`config.mk`:
```
export PLATFORM = sky130hd
export DESIGN_NAME = reg_bus_arbiter
export DESIGN_NICKNAME = d
export VERILOG_FILES = /design/src/rtl/reg_bus_arbiter.sv
export SDC_FILE = /design/constraint.sdc
export NUM_CORES = 1
export LEC_CHECK = 0
export ABC_AREA = 1
export CORE_UTILIZATION = 42
export DETAILED_ROUTE_END_ITERATION = 6
export PLACE_DENSITY = 0.87
export SLEW_MARGIN = 10
export SYNTH_ARGS = -nofsm -noshare
export SYNTH_HDL_FRONTEND = slang
export SYNTH_SLANG_ARGS = --single-unit
```
`constraint.sdc`:
```
create_clock -name clk -period 5 [get_ports clk]
set_input_delay 1 -clock clk [delete_from_list [all_inputs] [get_ports clk]]
set_output_delay 1 -clock clk [all_outputs]
set_load 0.05 [all_outputs]
```
`src/rtl/reg_bus_arbiter.sv`:
```
// -----------------------------------------------------------------------------
// reg_bus_arbiter
//
// Shares the internal register bus (16-bit address, 32-bit data, write strobe)
// between NREQ command sources. One requester is granted at a time. Each
// transaction runs a fixed five-state cycle: IDLE -> SETUP -> ACCESS ->
// CAPTURE -> DONE. The requester is acked with a one-cycle pulse in DONE,
// and readback data is presented on rdata at the same time.
//
// Build option:
//   REG_BUS_ARB_FIXED_PRIO_EN  undefined: round-robin selection. The search
//                              starts one above the last grant.
//                              defined:   strict fixed priority, where the
//                              lowest index wins. Requester 0 (host path) can
//                              starve the others.
//
// Parameters:
//   NREQ       number of requesters (2..8)
//   IDXW       width of the grant index (2**IDXW >= NREQ)
//
// Ports:
//   clk        system clock, rising edge
//   reset_n    asynchronous active-low reset
//   req        per-requester level request, held until ack
//   req_wr     per-requester 1 = write, 0 = read
//   req_addr   packed per-requester addresses, 16 bits each
//   req_wdata  packed per-requester write data, 32 bits each
//   ack        one-hot, one-cycle transaction acknowledge
//   rdata      readback data captured in CAPTURE, held until next capture
//   reg_addr   register bus address (zero outside SETUP/ACCESS/CAPTURE)
//   reg_wdata  register bus write data (zero outside SETUP/ACCESS/CAPTURE)
//   reg_wr     register bus write strobe, ACCESS only
//   reg_rdata  register bus read data, combinational from addressed register
//   busy       high whenever a transaction is in flight
//   grant_idx  index of the requester being (or last) served
// -----------------------------------------------------------------------------
module reg_bus_arbiter #(
    parameter int NREQ = 2,
    parameter int IDXW = 3
) (
    input  logic                   clk,
    input  logic                   reset_n,
    input  logic [NREQ-1:0]        req,
    input  logic [NREQ-1:0]        req_wr,
    input  logic [16*NREQ-1:0]     req_addr,
    input  logic [32*NREQ-1:0]     req_wdata,
    output logic [NREQ-1:0]        ack,
    output logic [31:0]            rdata,
    output logic [15:0]            reg_addr,
    output logic [31:0]            reg_wdata,
    output logic                   reg_wr,
    input  logic [31:0]            reg_rdata,
    output logic                   busy,
    output logic [IDXW-1:0]        grant_idx
);

    typedef enum logic [2:0] {
        S_IDLE,
        S_SETUP,
        S_ACCESS,
        S_CAPTURE,
        S_DONE
    } state_t;

    state_t          state;
    state_t          state_nxt;

    logic            win_vld;
    logic [IDXW-1:0] win_idx;

    logic [15:0]     addr_q;
    logic [31:0]     wdata_q;
    logic            wr_q;

`ifdef REG_BUS_ARB_FIXED_PRIO_EN
    // Lowest index wins. Scanning downward leaves the lowest match as the
    // last assignment.
    always_comb begin
        win_vld = 1'b0;
        win_idx = '0;
        for (int i = NREQ - 1; i >= 0; i--) begin
            if (req[i]) begin
                win_vld = 1'b1;
                win_idx = IDXW'(i);
            end
        end
    end
`else
    logic [IDXW-1:0] last_grant;

    // Round robin without a modulo. The first pass only considers indices
    // above last_grant. The second pass wraps to the bottom and includes
    // last_grant itself.
    always_comb begin
        win_vld = 1'b0;
        win_idx = '0;
        for (int i = 0; i < NREQ; i++) begin
            if (!win_vld && req[i] && (i > int'(last_grant))) begin
                win_vld = 1'b1;
                win_idx = IDXW'(i);
            end
        end
        for (int i = 0; i < NREQ; i++) begin
            if (!win_vld && req[i]) begin
                win_vld = 1'b1;
                win_idx = IDXW'(i);
            end
        end
    end

    // Resetting to the top index makes requester 0 the first winner.
    always_ff @(posedge clk or negedge reset_n) begin
        if (!reset_n) begin
            last_grant <= IDXW'(NREQ - 1);
        end else if (state == S_IDLE && win_vld) begin
            last_grant <= win_idx;
        end
    end
`endif

    // Control state: FSM, grant index, readback register.
    always_ff @(posedge clk or negedge reset_n) begin
        if (!reset_n) begin
            state     <= S_IDLE;
            grant_idx <= '0;
            rdata     <= '0;
        end else begin
            state <= state_nxt;
            if (state == S_IDLE && win_vld) begin
                grant_idx <= win_idx;
            end
            if (state == S_CAPTURE) begin
                rdata <= reg_rdata;
            end
        end
    end

    // Transaction latches. These are only observed while the FSM is
    // outside IDLE, so they need no reset. Later changes on the request
    // inputs cannot disturb a bus cycle in flight.
    always_ff @(posedge clk) begin
        if (state == S_IDLE && win_vld) begin
            addr_q  <= req_addr[16*win_idx +: 16];
            wdata_q <= req_wdata[32*win_idx +: 32];
            wr_q    <= req_wr[win_idx];
        end
    end

    // Next state and bus outputs. These are decoded from state and latches
    // only, so there is no combinational path from req to any output.
    always_comb begin
        state_nxt = state;
        reg_addr  = '0;
        reg_wdata = '0;
        reg_wr    = 1'b0;
        ack       = '0;
        case (state)
            S_IDLE: begin
                if (win_vld) begin
                    state_nxt = S_SETUP;
                end
            end
            S_SETUP: begin
                reg_addr  = addr_q;
                reg_wdata = wdata_q;
                state_nxt = S_ACCESS;
            end
            S_ACCESS: begin
                reg_addr  = addr_q;
                reg_wdata = wdata_q;
                reg_wr    = wr_q;
                state_nxt = S_CAPTURE;
            end
            S_CAPTURE: begin
                reg_addr  = addr_q;
                reg_wdata = wdata_q;
                state_nxt = S_DONE;
            end
            S_DONE: begin
                ack       = NREQ'(1) << grant_idx;
                state_nxt = S_IDLE;
            end
            default: begin
                state_nxt = S_IDLE;
            end
        endcase
    end

    assign busy = (state != S_IDLE);

endmodule
```
==> out/metrics.csv <==
metric;value;unit
drt-pass1-iter-count;4;
fin_crit;3.63;ns
ctsResizeCount;0;
ys_top_cells_by_count;253 x nand2_1, 54 x inv_1, 52 x nor2_1, 49 x edfxtp_1, 36 x dfrtp_1;
route.detailed.drc;0;
h-tree-depth;3;
crit_required;4.00;ns
path_class;reg -> out;
clock_path_buffers;2;
synth_area;3960;sq um
synth.most_common_cell;nand2_1;
endpoint_kind;output port;
nets;823;
num_antenna_cells;0;
fillers;692;
holdCritPathClass;reg -> reg;
start_kind;flop;
fin_area;6350;sq um
reg2reg_depth;6;
rows;35;
gp_congestion;0.821;
drv_slew;0;
hold_slack;0.483;ns
synth-seq-area-share;60.6;%
finalSetupTns;0;ns
grt_pass1_vias;3724;
cts_tree;built;
die_area;9810;sq um
grt_util_met3;6.74;%
ys_async_sr_fraction;43.0;%
hold_depth;2;
seq_area;2400;sq um
yosysTopAreaCellShare;37.2;%
synthTopCellsByArea;edfxtp_1 37%, nand2_1 24%, dfrtp_1 23%, inv_1 5.1%, nor2_1 4.9%;
die_w;99.1;um
finalClockSkew;0.0134;ns
synthCells;480;
start_util;43.0;%
routedWlPerCell;13.8;um
grt_usage;23.0;%
portBuffers;218;
power.leakage;2.99;nW
io_pins;221;
status;finished, final reports clean;
antenna_found_initial;0;
hpwl;8100;um
busiest_layer;met2;
synth_warnings;0;
drive_gt1_share;3.31;%
synth_edf_count;49;
grt_pass1_wl;17500;um
clock.fmax;275;MHz
post-route-period-util;72.6;%
tightestPinTransition;1.15;ns
clkTransAtPathRegs;0.09;ns
overflow;0;
ant_nets;0;
critPathArrivalTime;2.63;ns
synth_cell_types;18;
cp_max_fo;48;
drt-total-wl;11100;um
drv_cap;0;
postCtsSetupBuffers;0;
setup_viol;0;
hold_violations;0;
rsz0062_at_grt;false;
grt.met1_usage;26.6;%
place_area;6160;sq um
viasPerCell;4.65;
ir_drop;374;uV
grt_max_degree;51;
multi_input_area;1210;sq um
cts_hold_buf;0;
areaGrowthSynthToFinish;60.5;%
avgSynthCellArea;8.24;sq um
power_density;707;nW/um^2
clkSinkCount;86;
yosys.area.top_type;edfxtp_1;
die_h;99.1;um
coreArea;9200;sq um
ys.flop_type;edfxtp_1;
slew_headroom;23.3;%
drtIter0Drc;65;
use_met2;40.7;%
cts_buffers;9;
vias;3742;
ys_ff_latch;86;
cts-root-buf;clkbuf_8;
clkLatencyLatePin;0.35;ns
==> area by class of cell <==
cell class                 count  area share, %
timing repair buffer         220           34.6
multi-input combinational    315           19.1
inverter                      57           3.37
clock buffer                   9           1.95
tap                          111           2.19
sequential                    86           37.8
clock inverter                 7           1.02
==> where the power goes <==
part / internal (mW) / switching [mW] / total (mW)
sequential: 1.10 / 0.130 / 1.23
clock: 0.227 / 0.241 / 0.468
combinational: 0.847 / 1.95 / 2.79
total: 2.17 / 2.32 / 4.49
==> routing by layer <==
layer,vias up,part of all wire (%),routed length [um]
met1,1718,40,4430
met4,0,2.2,244
met3,23,8.8,981
met2,164,49,5440
li1,1837,-,-
met5,-,0,0
==> worst max-delay path, cell delays in order, from the launching register on <==
cell and delay, ns:
dfrtp_1 0.46, o21ai_4 0.92, nor2_1 0.15, clkdlybuf4s50_1 0.75
==> logic make-up after synthesis <==
family	Yosys count	synth area share, %
compound gates	3	0.411
buf+inv	80	9.11
flops	86	60.6
other cells	1	0.0948
simple gates	310	29.8
==> cell usage in the layout (no fill, tap or decap), types with 3 or more instances in the layout <==
| cell | synthesis | layout |
|---|---|---|
| dfrtp_1 | 36 | 36 |
| nor2_1 | 52 | 52 |
| edfxtp_1 | 49 | 49 |
| clkdlybuf4s50_1 | 0 | 218 |
| inv_2 | 3 | 4 |
| clkinv_1 | 0 | 3 |
| clkbuf_8 | 0 | 9 |
| nand2_1 | 253 | 253 |
| inv_1 | 54 | 53 |
==> worst paths after layout <==
kind / endpoint / slack (ns) / from
max: reg_wdata[7] / 1.37 / state[1]
min: rdata[7] / 0.48 / rdata[7]
max reg2reg: addr_q[8] / 2.83 / last_grant[0]
min reg2reg: rdata[7] / 0.48 / rdata[7]
max in group asynchronous: last_grant[0] / 3.57 / reset_n
min in group asynchronous: rdata[19] / 1.07 / reset_n
==> through the flow <==
stage                     total power, mW  cells  utilization (%)  setup slack, ns
after global routing                 4.72    805             69.0             1.16
final                                4.49    805             69.0             1.37
after floorplan                      3.10    481                -             2.44
after global placement               3.97    789             67.0             1.85
after CTS                            4.52    805             69.0             1.34
after detailed placement             4.04    789             67.0             1.73
==> sequential cells by signal, indices dropped and copies added (netlist names) <==
| register | flops |
|---|---|
| rdata | 32 |
| wdata_q | 32 |
| wr_q | 1 |
| grant_idx | 1 |
| addr_q | 16 |
| last_grant | 1 |
| state | 3 |
Note: power is estimated with default switching activity, not from simulation.
